[src/rtl/parity_seq_gen.sv]
// Purpose: emits COUNT values of one parity (odd/even) starting at the first value >= BASE of that parity, stepping by 2.
// Latency: first value is valid the cycle after start; back-to-back transfers sustain one value per cycle.
// Backpressure: while out_valid && !out_ready the current value is held; out_valid only drops after a transfer.
module parity_seq_gen #(
  parameter int WIDTH = 8
) (
  input  logic             clk,
  input  logic             rst_n,
  input  logic             start,
  input  logic             want_odd,
  input  logic [WIDTH-1:0] base,
  input  logic [WIDTH-1:0] count,
  output logic             busy,
  output logic             out_valid,
  input  logic             out_ready,
  output logic [WIDTH-1:0] out_data,
  output logic             out_odd,
  output logic             done
);

  typedef enum logic [1:0] {
    S_IDLE,
    S_RUN,
    S_DONE
  } state_t;

  state_t           state_q;
  logic [WIDTH-1:0] remaining_q;
  logic [WIDTH-1:0] data_q;
  logic             valid_q;
  logic             busy_q;
  logic             done_q;

  logic [WIDTH-1:0] first_d;
  logic             xfer;

  // First value of the run: base itself if its parity matches, otherwise the next number (wraps at 2^WIDTH).
  always_comb begin
    first_d = base;
    if (base[0] != want_odd) begin
      first_d = base + WIDTH'(1);
    end
  end

  assign xfer = valid_q && out_ready;

  // Sequencer: IDLE -> RUN -> DONE -> IDLE, all outputs registered.
  always_ff @(posedge clk or negedge rst_n) begin
    if (!rst_n) begin
      state_q     <= S_IDLE;
      remaining_q <= '0;
      data_q      <= '0;
      valid_q     <= 1'b0;
      busy_q      <= 1'b0;
      done_q      <= 1'b0;
    end else begin
      case (state_q)
        S_IDLE: begin
          done_q <= 1'b0;
          if (start) begin
            busy_q <= 1'b1;
            if (count != '0) begin
              // Parity is fixed by the first value; stepping by 2 preserves it, so want_odd need not be kept.
              remaining_q <= count;
              data_q      <= first_d;
              valid_q     <= 1'b1;
              state_q     <= S_RUN;
            end else begin
              // Empty run: report completion without ever raising out_valid.
              done_q  <= 1'b1;
              state_q <= S_DONE;
            end
          end
        end
        S_RUN: begin
          if (xfer) begin
            remaining_q <= remaining_q - WIDTH'(1);
            if (remaining_q == WIDTH'(1)) begin
              valid_q <= 1'b0;
              done_q  <= 1'b1;
              state_q <= S_DONE;
            end else begin
              data_q <= data_q + WIDTH'(2);
            end
          end
        end
        S_DONE: begin
          done_q  <= 1'b0;
          busy_q  <= 1'b0;
          state_q <= S_IDLE;
        end
        default: begin
          state_q <= S_IDLE;
          valid_q <= 1'b0;
          busy_q  <= 1'b0;
          done_q  <= 1'b0;
        end
      endcase
    end
  end

  assign busy      = busy_q;
  assign out_valid = valid_q;
  assign out_data  = data_q;
  assign out_odd   = data_q[0];
  assign done      = done_q;

endmodule
[config.mk]
export PLATFORM = sky130hd
export DESIGN_NAME = parity_seq_gen
export DESIGN_NICKNAME = d
export VERILOG_FILES = /design/src/rtl/parity_seq_gen.sv
export SDC_FILE = /design/constraint.sdc
export NUM_CORES = 1
export LEC_CHECK = 0
export ABC_AREA = 1
export CAP_MARGIN = 25
export CORE_ASPECT_RATIO = 2
export CORE_MARGIN = 1.5
export CORE_UTILIZATION = 45
export CTS_CLUSTER_DIAMETER = 100
export DETAILED_ROUTE_END_ITERATION = 12
export GPL_TIMING_DRIVEN = 0
export PLACE_DENSITY_LB_ADDON = 0.15
export SLEW_MARGIN = 15
export SYNTH_ARGS = -nofsm -noshare
export SYNTH_HDL_FRONTEND = slang
export SYNTH_SLANG_ARGS = --single-unit
[constraint.sdc]
create_clock -name clk -period 2.8 [get_ports clk]
set_input_delay 0.56 -clock clk [delete_from_list [all_inputs] [get_ports clk]]
set_output_delay 0.56 -clock clk [all_outputs]
set_load 0.05 [all_outputs]
==> results of run 1 <==
-- stage by stage --
stage | hold WS (ps) | std cells | util, % | setup slack, ps
after floorplan | 264 | 237 | - | 1190
after detailed placement | 482 | 300 | 58.5 | 647
after global placement | 464 | 300 | 58.5 | 650
final | 499 | 305 | 60.4 | 648
after CTS | 501 | 304 | 60.0 | 654
after global routing | 541 | 305 | 60.4 | 618
-- final timing paths --
path | from | end | slack (ps) | depth (start not counted)
setup / recovery | out_data[5] | out_data[5] | 650 | 1
hold / removal | busy | busy | 500 | 2
setup reg to reg | remaining_q[3] | out_data[7] | 1360 | 9
hold reg to reg | busy | busy | 500 | 2
max in group asynchronous | rst_n | out_data[5] | 1770 | 2
min in group asynchronous | rst_n | remaining_q[5] | 590 | 1
-- final cells by class --
class                   instances  share of cell area (%)
flip-flops and latches         21                    27.2
multi-input cells             184                    43.9
inverters                      27                    5.38
clock buffers                   4                    2.33
plain buffers                   5                    1.75
repair buffers                 33                    17.4
well taps                      31                    2.01
-- synth_stat cells (4+ instances only) --
cell,number
nand2_1,91
nor2_1,27
nand3_1,26
inv_1,22
dfrtp_1,21
o21ai_0,11
o21ai_1,5
ha_1,4
inv_2,4
-- power by group --
| group | switching, uW | internal (uW) | total, uW |
|---|---|---|---|
| Combinational | 947 | 507 | 1450 |
| Clock | 101 | 102 | 202 |
| Sequential | 150 | 451 | 601 |
| Total | 1200 | 1060 | 2260 |
-- cells in the final DEF (no fill, tap or decap), drive strengths merged --
cell	synthesis	routed
nand2	92	92
clkdlybuf4s50	0	32
nor2	30	30
inv	27	27
nand3	26	26
dfrtp	21	21
o21ai	16	16
buf	5	6
ha	4	4
clkbuf	0	4
a21oi	3	3
a31oi	3	3
nand4	3	3
o21bai	2	2
nor3	2	2
nand3b	1	1
xnor2	1	1
or2	1	1
-- cell families after synthesis --
group / Yosys count / synth area share, %
simple gates: 155 / 43.7
buf+inv: 32 / 9.11
compound gates: 24 / 8.53
flops: 21 / 34.8
fa+ha+maj: 4 / 3.31
xor+xnor: 1 / 0.580
-- per-layer routing --
metal  vias up  global-route usage (%)  part of all wire, %
li1        831                       -                    -
met3         6                    1.28                  2.3
met2        36                    45.6                   59
met4         0                    10.5                  2.2
met5         -                       0                    0
met1       763                    23.6                   37
-- registers in the layout, summed over array words and instances, names as in the netlist --
| signal | count |
|---|---|
| out_data | 8 |
| remaining_q | 8 |
| busy | 1 |
| state_q | 2 |
| done | 1 |
| out_valid | 1 |
==> flow_summary.ini, run 1 <==
[run_status]
status = complete, no violations

[cts]
cts_setup_buffers = 0
root_buffer = clkbuf_8
numClockSinks = 21
cts_resized = 0
insertion_delay_ps = 260
clkTransAtPathRegs_ps = 80
ctsHoldBuffers = 0
clock_path_buffers = 2
htreeDepth = 1
cts_tree = built
cts_buffers = 3

[global_route]
grt_max_degree = 22
grt_first_pass_wirelength_um = 6780
overflow = 0
antenna_found_initial = 0
grt_use_total_pct = 23.5
grt_pass1_vias = 1595

[synthesis]
synth_enable_flop_cells = 0
netlist.area_leader.share_pct = 34.8
yosysSeqAreaShare_pct = 34.8
syn_area_um2 = 1510
syn-num-nets = 262
yosysWarnings = 0
yosys.area.top_type = dfrtp_1
avgSynthCellArea_um2 = 6.37
yosys-top-cells-area = dfrtp_1, nand2_1, nand3_1
synth_cells = 237
ys_types = 24
async_reset_ff_share_pct = 100
synth_seq_cells = 21
ys.flop_type = dfrtp_1

[finish]
fin_nets = 300
syn_to_final_growth_pct = 27.8
postLayoutCellArea_um2 = 1930
multi_input_area_um2 = 847
fillers = 321
seq_area_um2 = 526
drive_gt1_share_pct = 6.93
antenna_cells = 0

[setup_path]
path_delay_family = buffers and inverters
critical_path_class = reg -> out
cp_slowest_stage_delay_ps = 850
cp_max_fo = 7
end_kind = output port
crit_chain = clkdlybuf4s50_1
worst_setup_path_start_kind = flip-flop
cpMaxStageDelayCell = clkdlybuf4s50_1
cp.arrival_ps = 1590
timing.critical_path.buf_inv = 1
required_ps = 2240

[power]
p_total_uw = 2260
powerDensity_nw_per_um2 = 1170
p_leak_uw = 0.000979
ir_drop_uv = 844

[floorplan]
die_w_um = 44.0
fp.dieArea_um2 = 3730
io_pins = 33
die_h_um = 84.9
fp-row-count = 29
initial_core_util_pct = 47.3
fp.coreArea_um2 = 3190

[route]
avgViaCountPerCell = 5.36
wl_per_cell_um = 12.5
drt-total-wl_um = 3810
antenna_left = 0
first_iter_violations = 21
drc_errors = 0
via_count = 1636
dr.pass1.iters = 4

[place]
dp_hpwl_um = 3050
io_buffers = 32
gp_congestion = 0.826
place_area_um2 = 1870

[sta]
max-slew-margin-rel_pct = 66.7
setup_viol = 0
fin_worst_skew_ps = 2.57
finalMaxSlewViolations = 0
tns_ps = 0
period_share_pct = 76.8
timing.fmax_ghz = 0.465
rsz0062_at_grt = no
hold_viol = 0
fin_crit_ps = 2150
tightest_slew_ps = 499

[run]
maxCapViolCount = 0

[hold_path]
holdCritPathClass = reg -> reg
Note: power is estimated with default switching activity, not from simulation.
==> run 2: changes to the inputs <==
==> constraint.sdc (replaced) <==
create_clock -name clk -period 1.85 [get_ports clk]
set_input_delay 0.37 -clock clk [delete_from_list [all_inputs] [get_ports clk]]
set_output_delay 0.37 -clock clk [all_outputs]
set_load 0.05 [all_outputs]
==> run 2 against run 1 <==
Die area is the same. Hold slack worse by 100 ps. Combinational power grew 48%. Global-route usage stayed put. Clock power rose by 51%. Clock skew barely moved. Sequential power up 51%. Routed wire length shrank 0.34%. Critical path depth is the same. Utilization shrank 0.31 points. Register-to-register slack lost 950 ps. Setup slack got worse by 610 ps.
==> flow_summary.ini, run 2 (synthesized netlist as in run 1, its figures left out) <==
[finish]
drive_gt1_share_pct = 6.93
antenna_cells = 0
fin_util_pct = 60.1
fin_nets = 300
postLayoutCellArea_um2 = 1920
final_common_cell = nand2_1
fillers = 324
multi_input_area_um2 = 847
seq_area_um2 = 526
final_cell_mix = nand2_1, nor2_1, nand3_1
syn_to_final_growth_pct = 27.1

[setup_path]
crit_chain = clkdlybuf4s50_1
required_ps = 1480
cpMaxStageDelayCell = clkdlybuf4s50_1
critical_path_class = reg -> out
timing.critical_path.buf_inv = 1
path_delay_family = buffers and inverters
cp_slowest_stage_delay_ps = 810
worst_setup_path_start_kind = flip-flop
cp_max_fo = 3
cp.arrival_ps = 1440
end_kind = output port

[power]
powerDensity_nw_per_um2 = 1750
power.internal_uw = 1550
comb_power_share_pct = 63.9
p_clk_share_pct = 9.1
p_leak_uw = 0.000997
p_switching_uw = 1810
switching_share_pct = 53.9
ir_drop_uv = 1210
seqPwrFrac_pct = 27.0

[route]
drt-total-wl_um = 3800
via_count = 1632
drc_errors = 0
avgViaCountPerCell = 5.35
wl_per_cell_um = 12.4
antenna_left = 0
first_iter_violations = 21
dr.pass1.iters = 4

[cts]
numClockSinks = 21
clock_path_buffers = 2
cts_tree = built
root_buffer = clkbuf_8
insertion_delay_ps = 260
clkTransAtPathRegs_ps = 70
htreeDepth = 1
cts_buffers = 3

[global_route]
antenna_found_initial = 0
grt_pass1_vias = 1595
grt_first_pass_wirelength_um = 6780
grt_use_total_pct = 23.5
grt_max_degree = 22
overflow = 0

[place]
gp_congestion = 0.826
place_area_um2 = 1870
dp_hpwl_um = 3050
io_buffers = 32
dpl_worst_slack_ps = -113

[sta]
fin_worst_skew_ps = 2.30
period_share_pct = 98.1
max-slew-margin-rel_pct = 66.7
tns_ps = 0
timing.fmax_ghz = 0.551
hold_viol = 0
setup_viol = 0
setup_ws_ps = 36.0
rsz0062_at_grt = no
fin_crit_ps = 1810
finalMaxSlewViolations = 0
tightest_slew_ps = 499

[floorplan]
fp.dieArea_um2 = 3730
initial_core_util_pct = 47.3
fp-row-count = 29
die_h_um = 84.9
fp.coreArea_um2 = 3190
die_w_um = 44.0
io_pins = 33

[run_status]
status = complete, no violations

[hold_path]
holdCritPathClass = in -> async

[run]
maxCapViolCount = 0
run 2: changes by cell type in the layout (fill, tap and decap cells not counted):
cell / previous run / this run
clkdlybuf4s50_1: 32 / 24
dlygate4sd2_1: 0 / 8
run 2: layer usage:
layer | vias to the layer above | wire length [um] | GRT usage (%)
met5 | - | 0 | 0
met4 | 0 | 83 | 10.5
met3 | 6 | 93 | 1.28
met2 | 36 | 2230 | 45.6
met1 | 759 | 1390 | 23.6
li1 | 831 | - | -
run 2: metrics by stage:
stage	cells	total power, uW	hold slack [ps]
final	305	3350	398
after global placement	300	3100	464
after global routing	305	3690	401
after CTS	304	3380	501
after floorplan	237	2480	74.4
after detailed placement	300	3130	482
run 2: power groups by stage:
stage          logic (uW)  registers [uW]  clock network [uW]
4_1_cts              2160             902                 316
2_1_floorplan        1260            1220                   0
3_3_place_gp         2190             910                   0
5_1_grt              2430             934                 331
6_report             2140             905                 305
3_5_place_dp         2220             912                   0
run 2: final timing paths:
check,start,end,slack [ps],depth (start not counted)
max in group asynchronous,rst_n,out_data[5],1010,2
hold / removal,rst_n,remaining_q[5],400,1
setup reg to reg,remaining_q[3],out_data[7],410,9
min in group clk,busy,busy,500,2
hold reg to reg,busy,busy,500,2
setup / recovery,out_data[0],out_odd,40,1
run 2: layout make-up:
class / count / area share [%]
inverter: 27 / 5.41
multi-input combinational: 184 / 44.1
clock buffer: 4 / 2.35
tap: 31 / 2.02
sequential: 21 / 27.4
timing repair buffer: 33 / 16.9
buffer: 5 / 1.76
run 2: timing repair:
| action | 4_1_cts | 5_1_grt |
|---|---|---|
| gates resized for setup | 8 | 0 |
| setup buffers | 0 | 0 |
| setup endpoints to repair | 8 | 0 |
| hold buffers | 0 | 0 |
